<file path="config.mk">
export PLATFORM = sky130hd
export DESIGN_NAME = ifu
export DESIGN_NICKNAME = d
export VERILOG_FILES = /design/src/rtl/npc_pkg.sv /design/src/rtl/ifu.sv
export SDC_FILE = /design/constraint.sdc
export NUM_CORES = 1
export LEC_CHECK = 0
export ABC_AREA = 0
export CAP_MARGIN = 20
export CELL_PAD_IN_SITES_DETAIL_PLACEMENT = 1
export CELL_PAD_IN_SITES_GLOBAL_PLACEMENT = 1
export CORE_MARGIN = 2
export CORE_UTILIZATION = 45
export CTS_BUF_LIST = sky130_fd_sc_hd__clkbuf_4 sky130_fd_sc_hd__clkbuf_8
export CTS_CLUSTER_SIZE = 8
export DETAILED_ROUTE_END_ITERATION = 16
export DONT_BUFFER_PORTS = 1
export PLACE_DENSITY = 0.85
export SETUP_SLACK_MARGIN = 0.02
export SYNTH_ARGS = -nofsm -noshare
export SYNTH_HDL_FRONTEND = slang
export SYNTH_SLANG_ARGS = --single-unit
</file>
<file path="constraint.sdc">
create_clock -name clk -period 2.3 [get_ports clk]
set_input_delay 0.115 -clock clk [delete_from_list [all_inputs] [get_ports clk]]
set_output_delay 0.115 -clock clk [all_outputs]
set_load 0.05 [all_outputs]
</file>
<file path="src/rtl/npc_pkg.sv">
// Shared types and constants for the npc core front end.
package npc_pkg;
   typedef enum logic [1:0] {IDLE, REQ, WAIT, HOLD} ifu_state_t;

   localparam logic [63:0] RESET_PC_DEFAULT = 64'h0000_0000_8000_0000;
   localparam int          INST_W           = 32;
   localparam logic [31:0] INST_NOP         = 32'h0000_0013;
   localparam logic [31:0] INST_EBREAK      = 32'h0010_0073;
endpackage

</file>
<file path="src/rtl/ifu.sv">
// Instruction fetch: one word in flight, REQ -> WAIT -> HOLD, redirects from execute.
// Optional IFU_EBREAK_HALT_EN: stop fetching for good after an ebreak is consumed.
module ifu
   import npc_pkg::*;
#(
   parameter int               XLEN     = 64,
   parameter logic [XLEN-1:0]  RESET_PC = XLEN'(RESET_PC_DEFAULT)
) (
   input  logic              clk,
   input  logic              rst,
   output logic              mem_req_valid,
   input  logic              mem_req_ready,
   output logic [XLEN-1:0]   mem_req_addr,
   input  logic              mem_resp_valid,
   input  logic [INST_W-1:0] mem_resp_data,
   output logic              inst_valid,
   input  logic              inst_ready,
   output logic [INST_W-1:0] inst,
   output logic [XLEN-1:0]   inst_pc,
   input  logic              redirect_valid,
   input  logic [XLEN-1:0]   redirect_pc,
   output logic              halt
);

   ifu_state_t        r_state;
   logic [XLEN-1:0]   r_pc;
   logic              r_drop;
   logic              r_req_vld;
   logic              r_inst_vld;
   logic [INST_W-1:0] r_inst;
   logic [XLEN-1:0]   r_inst_pc;
   logic              w_halted;
   logic              w_is_ebreak;
   logic [XLEN-1:0]   w_redirect_pc;

   assign w_redirect_pc = redirect_pc & ~XLEN'(3);
   assign w_is_ebreak   = (mem_resp_data == INST_EBREAK);

`ifdef IFU_EBREAK_HALT_EN
   logic r_halt;

   always_ff @(posedge clk or negedge rst) begin
      if (!rst)
         r_halt <= 1'b0;
      else if (r_state == WAIT && mem_resp_valid && !r_drop && !redirect_valid && w_is_ebreak)
         r_halt <= 1'b1;
   end

   assign w_halted = r_halt;
`else
   assign w_halted = 1'b0;
`endif

   // Outputs are registered alongside the state they belong to.
   always_ff @(posedge clk or negedge rst) begin
      if (!rst) begin
         r_state    <= IDLE;
         r_pc       <= RESET_PC;
         r_drop     <= 1'b0;
         r_req_vld  <= 1'b0;
         r_inst_vld <= 1'b0;
         r_inst     <= INST_NOP;
         r_inst_pc  <= '0;
      end else if (redirect_valid && !w_halted) begin
         r_pc <= w_redirect_pc;
         case (r_state)
            IDLE, HOLD: begin
               r_state    <= REQ;
               r_req_vld  <= 1'b1;
               r_inst_vld <= 1'b0;
            end
            REQ: begin
               if (mem_req_ready) begin
                  r_drop    <= 1'b1;
                  r_state   <= WAIT;
                  r_req_vld <= 1'b0;
               end
            end
            WAIT: begin
               if (mem_resp_valid) begin
                  r_drop    <= 1'b0;
                  r_state   <= REQ;
                  r_req_vld <= 1'b1;
               end else begin
                  r_drop <= 1'b1;
               end
            end
            default: ;
         endcase
      end else begin
         case (r_state)
            IDLE: begin
               if (!w_halted) begin
                  r_state   <= REQ;
                  r_req_vld <= 1'b1;
               end
            end
            REQ: begin
               if (mem_req_ready) begin
                  r_state   <= WAIT;
                  r_req_vld <= 1'b0;
               end
            end
            WAIT: begin
               if (mem_resp_valid) begin
                  if (r_drop) begin
                     r_drop    <= 1'b0;
                     r_state   <= REQ;
                     r_req_vld <= 1'b1;
                  end else begin
                     r_inst     <= mem_resp_data;
                     r_inst_pc  <= r_pc;
                     r_pc       <= r_pc + XLEN'(4);
                     r_state    <= HOLD;
                     r_inst_vld <= 1'b1;
                  end
               end
            end
            HOLD: begin
               if (inst_ready) begin
                  r_inst_vld <= 1'b0;
                  if (w_halted) begin
                     r_state <= IDLE;
                  end else begin
                     r_state   <= REQ;
                     r_req_vld <= 1'b1;
                  end
               end
            end
            default: ;
         endcase
      end
   end

   assign mem_req_valid = r_req_vld;
   assign mem_req_addr  = r_pc;
   assign inst_valid    = r_inst_vld;
   assign inst          = r_inst;
   assign inst_pc       = r_inst_pc;
   assign halt          = w_halted;

   logic w_unused;
   assign w_unused = w_is_ebreak;

endmodule

</file>
After elaboration in Yosys (flattened, before gate mapping)

Cells that the tools add are included.

Add/sub/neg operators: 1
Multipliers: 0
Div/mod/pow operators: 0
Order comparisons: 0
Equal/unequal tests: 11
Shifts and indexed selects: 0
Multiplexer cells: 32
Bitwise gates (word level): 2
Reductions and logical operators: 12

Operators by type and width:

| operator                                                                | number |
|---|---|
| 64-bit two-way mux                                                      | 4 |
| 64-bit by 3-bit adder with 64-bit output, second input constant         | 1 |
| 1-bit two-way mux                                                       | 16 |
| 3-bit inequality test, second input constant                            | 5 |
| 2-bit two-way mux                                                       | 6 |
| 2-bit one-hot mux with 4 select lines                                   | 1 |
| 4-bit AND reduction                                                     | 2 |
| 2-bit one-hot mux with 3 select lines                                   | 1 |
| 3-bit AND reduction                                                     | 2 |
| 2-bit nonzero test                                                      | 3 |
| 5-bit AND reduction                                                     | 1 |
| 2-bit == test, second input constant                                    | 2 |
| 2-bit inequality test, second input constant                            | 2 |
| 1-bit one-hot mux with 2 select lines                                   | 2 |
| 1-bit one-hot mux with 4 select lines                                   | 1 |
| 1-bit one-hot mux with 3 select lines                                   | 1 |
| 3-bit nonzero test                                                      | 1 |
| 2-bit by 1-bit == test with 1-bit output, second input constant         | 1 |
| 2-bit zero test                                                         | 1 |
| 2-bit by 1-bit inequality test with 1-bit output, second input constant | 1 |
| 1-bit inverter                                                          | 2 |
| 2-bit AND reduction                                                     | 1 |
| 2-bit OR reduction                                                      | 1 |

Flip-flop bits (word level): 165
Latch bits: 0
RAM bits: 0
Memory bits (read-only): 0
Bits of input ports: 102
Output and inout bits: 163
Logic and storage cells: 65
Memories kept: 0

Longest topological paths before layout

Depth in word-level cells: 5
Gate-level depth with buffers: 9
Gate-level depth less buffers: 7

Least setup slack after synthesis

OpenSTA, ideal clock, no wires.

Path type: reg2reg
Start point: register r_pc[2], in the netlist mem_req_addr[2]
End point: register r_pc[46], in the netlist mem_req_addr[46]
Setup time: 0.082 ns
Data arrival time: 2.364 ns
Data required time: 2.218 ns
Path slack: -0.146 ns
Cell stages (with the launch flop): 7
Path buffers: 0
Period minus slack after synthesis: 2.446 ns
Cell sequence: dfrtp_1 ha_1 nand3_1 nor4_4 nand4_4 or4_1 a31oi_1

Cells in the longest elaborated chain, start to end: 5

RTL lines:

| what                                     | RTL line   | text |
|---|---|---|
| from (decl)                              | ifu.sv:26  | `logic [XLEN-1:0] r_pc;` |
| from (signal assigned)                   | ifu.sv:65  | `r_pc <= w_redirect_pc;` |
| from (signal assigned)                   | ifu.sv:113 | `r_pc <= r_pc + XLEN'(4);` |
| 64-bit by 3-bit adder with 64-bit output | ifu.sv:113 |  |
| 64-bit two-way mux                       | ifu.sv:106 | `if (r_drop) begin` |
| 64-bit two-way mux                       | ifu.sv:105 | `if (mem_resp_valid) begin` |
| 64-bit two-way mux                       | ifu.sv:91  | `case (r_state)` |
| 64-bit two-way mux                       | ifu.sv:64  | `end else if (redirect_valid && !w_halted) begin` |

Every way passes these cells. The select of a mux whose other input is x is not followed.
A chain may end at the register's enable or synchronous reset.

Final worst setup path

Start point: register r_state[0]
End point: register r_pc[35], in the netlist mem_req_addr[35]

Cells in the longest elaborated chain, start to end: 3

RTL lines:

| what                          | RTL line  | text |
|---|---|---|
| from (decl)                   | ifu.sv:25 | `ifu_state_t r_state;` |
| from (signal assigned)        | ifu.sv:57 | `r_state <= IDLE;` |
| from (signal assigned)        | ifu.sv:68 | `r_state <= REQ;` |
| from (signal assigned)        | ifu.sv:75 | `r_state <= WAIT;` |
| 2-bit == test                 | ifu.sv:91 |  |
| 2-bit nonzero test (no line)  | --        |  |
| 3-bit AND reduction (no line) | --        |  |

Every way passes these cells.

==> flow_summary.yaml <==
logic_synthesis:
  yosysMostFrequentCell: "dfrtp_1"
  yosys-top-cells-area: "dfrtp_1 50%, mux2_2 14%, nand2_1 3.6%"
  synthCells: 728
  synthArstFlopShare_pct: 100
  synthDistinctLibCells: 58
  synth_area_um2: 7900
  ys.flop_type: "dfrtp_1"
  synth_edf_count: 0
  yosysSeqAreaShare_pct: 51.1
  synth_common_cells: "157 x dfrtp_1, 95 x mux2_2, 75 x nand2_1"
  avgSynthCellArea_um2: 10.9
  synth_top_cell_by_area: "dfrtp_1"
  yosysTopAreaCellShare_pct: 49.7
  yosysWarnings: 0
  ys_seq_elements: 161
drt:
  drc_errors: 0
  wire_per_inst_um: 24.3
  wl_mm: 27.8
  first_pass_iters: 5
  drt.antenna.violating_nets: 0
  viasPerCell: 6.02
  vias: 6876
  drtIter0Drc: 342
timing:
  finalSetupViolCount: 0
  fin_crit_ns: 2.22
  rsz0062_at_grt: "true"
  skew_ns: 0.0185
  period_share_pct: 96.7
  final.setup.worst_slack_ns: 0.0766
  holdWs_ns: -0.662
  slew_viol_final: 0
  achievable-frequency_mhz: 450
  relSlewSlack_pct: 60.9
  setup-tns-final_ns: 0
  worst_pin_slew_ns: 0.587
  hold_viol_final: 161
power:
  vdd_drop_max_v: 0.000960
  leakagePower_uw: 0.00434
  cellPowerDensity_nw_per_um2: 1090
global_routing:
  grtUsageMet2_pct: 52.2
  use_met3_pct: 7.81
  grt_usage_pct: 29.8
  grt_max_degree: 162
  grt_overflow: 0
  antenna_found_initial: 1
  grt_first_pass_wirelength_mm: 42.4
  gr-usage-met1_pct: 35.4
  busiest_layer: "met2"
  grt_pass1_vias: 7585
floorplanning:
  dieArea_um2: 18600
  core_area_um2: 17200
  start_util_pct: 45.8
  fp-row-count: 48
  io_pins: 265
  die_y_um: 137
  die_w_um: 137
placed_design:
  hpwl_mm: 18.1
  place_congestion: 0.852
  pre_cts_ws_ns: -0.161
  io_buffers: 0
  dp.cells: 1006
cells_and_area:
  final_core_util_pct: 59.7
  finalNetCount: 1010
  instances_no_fill: 1143
  nFillCells: 1856
  syn_to_final_growth_pct: 30.3
  drive_above_1_share_pct: 31.1
worst_setup_path:
  worstSetupEndpointType: "register"
  crit_fanout: 14
  path_class: "register to register"
  cp.required_ns: 2.69
  timing.rr.end: "mem_req_addr[35]"
  crit_arrival_ns: 2.62
  r2r-start: "r_state[0]"
  r2r.worst_path.cells: 7
  crit_path_start_kind: "register"
  rrSetupSlack_ns: 0.08
clock_tree:
  cts_tree: "built"
  clock_path_buffers: 2
  htreeDepth: 4
  cts.sinks: 161
  root_buffer: "clkbuf_8"
  cts_made_buffers: 17
  hold_buffers: 99
  clk_pin_slew_ns: 0.09
  insertion_delay_ns: 0.48
run:
  drv_cap: 0
min_path:
  hp-class: "input port to asynchronous set/reset pin"
status:
  status: "finished, violations left"
  violations: "hold timing"
-- cell usage in the layout (no fill, tap or decap), drive strengths merged, types with 10 or more instances in the layout --
master,count
nand4,33
nor3,20
clkbuf,18
nor2,33
xnor2,21
o21ai,39
nor2b,10
inv,21
nor4,23
or4,15
dlygate4sd3,98
mux2,95
nand2,75
nand3,33
buf,96
xor2,12
dfrtp,157
a31oi,11
-- where the power goes --
group	leakage, uW	internal [uW]	switching [uW]
registers	0.00197	3630	3160
logic	0.00218	1100	1260
clock network	0.000183	897	1160
total	0.00434	5630	5580
-- cell families after synthesis --
| logic type | Yosys count | share of synthesized area, % |
|---|---|---|
| buf+inv | 56 | 3.04 |
| flops | 161 | 51.1 |
| compound gates | 85 | 6.76 |
| mux | 102 | 14.4 |
| fa+ha+maj | 4 | 0.634 |
| other cells | 1 | 0.0475 |
| simple gates | 286 | 20.4 |
| xor+xnor | 33 | 3.66 |
-- sequential cells by signal, indices dropped and copies added (netlist names) --
| register | flops |
|---|---|
| inst_pc | 62 |
| inst_valid | 1 |
| r_state | 2 |
| inst | 32 |
| mem_req_valid | 1 |
| mem_req_addr | 62 |
| r_drop | 1 |
-- layer usage --
layer	wire length (um)	part of all wire (%)
met4	754	2.7
met2	14500	52
met3	1840	6.6
met5	0	0
met1	10700	39
-- critical path: stages, from the launching register on --
cell      delay, ns
dfrtp_1        0.42
inv_2          0.08
ha_4           0.18
nand3b_4       0.08
or4_4          0.56
buf_12         0.18
or4_1          0.46
a31oi_1        0.17
-- cell type report --
cell class | instances | area (um^2) | area share [%]
sequential | 161 | 4070 | 39.5
multi-input combinational | 515 | 3740 | 36.3
timing repair buffer | 194 | 1770 | 17.2
tap | 225 | 282 | 2.73
clock buffer | 18 | 248 | 2.41
clock inverter | 14 | 128 | 1.24
inverter | 15 | 56.3 | 0.547
antenna | 1 | 2.50 | 0.0243
-- what timing repair did --
item	4_1_cts	5_1_grt
hold endpoints to repair	260	161
setup buffers	1	4
gates resized for setup	5	11
setup endpoints to repair	19	21
pin swaps	0	4
-- stage by stage --
step,power (uW),instance area [um^2]
after floorplan,8200,7980
after global placement,8690,8790
after detailed placement,8890,8790
after CTS,11200,10200
after global routing,11600,10300
final,11200,10300
-- worst max path at each step --
stage / cells past startpoint / startpoint / to
finish: 7 / r_state[0] / mem_req_addr[35]
CTS: 8 / r_state[0] / mem_req_addr[17]
detailed placement: 8 / r_state[0] / mem_req_addr[21]
global placement: 7 / r_state[0] / mem_req_addr[35]
floorplan: 6 / mem_req_addr[2] / mem_req_addr[60]
global route: 8 / r_state[0] / mem_req_addr[40]
Power figures use the tool's default switching activity.
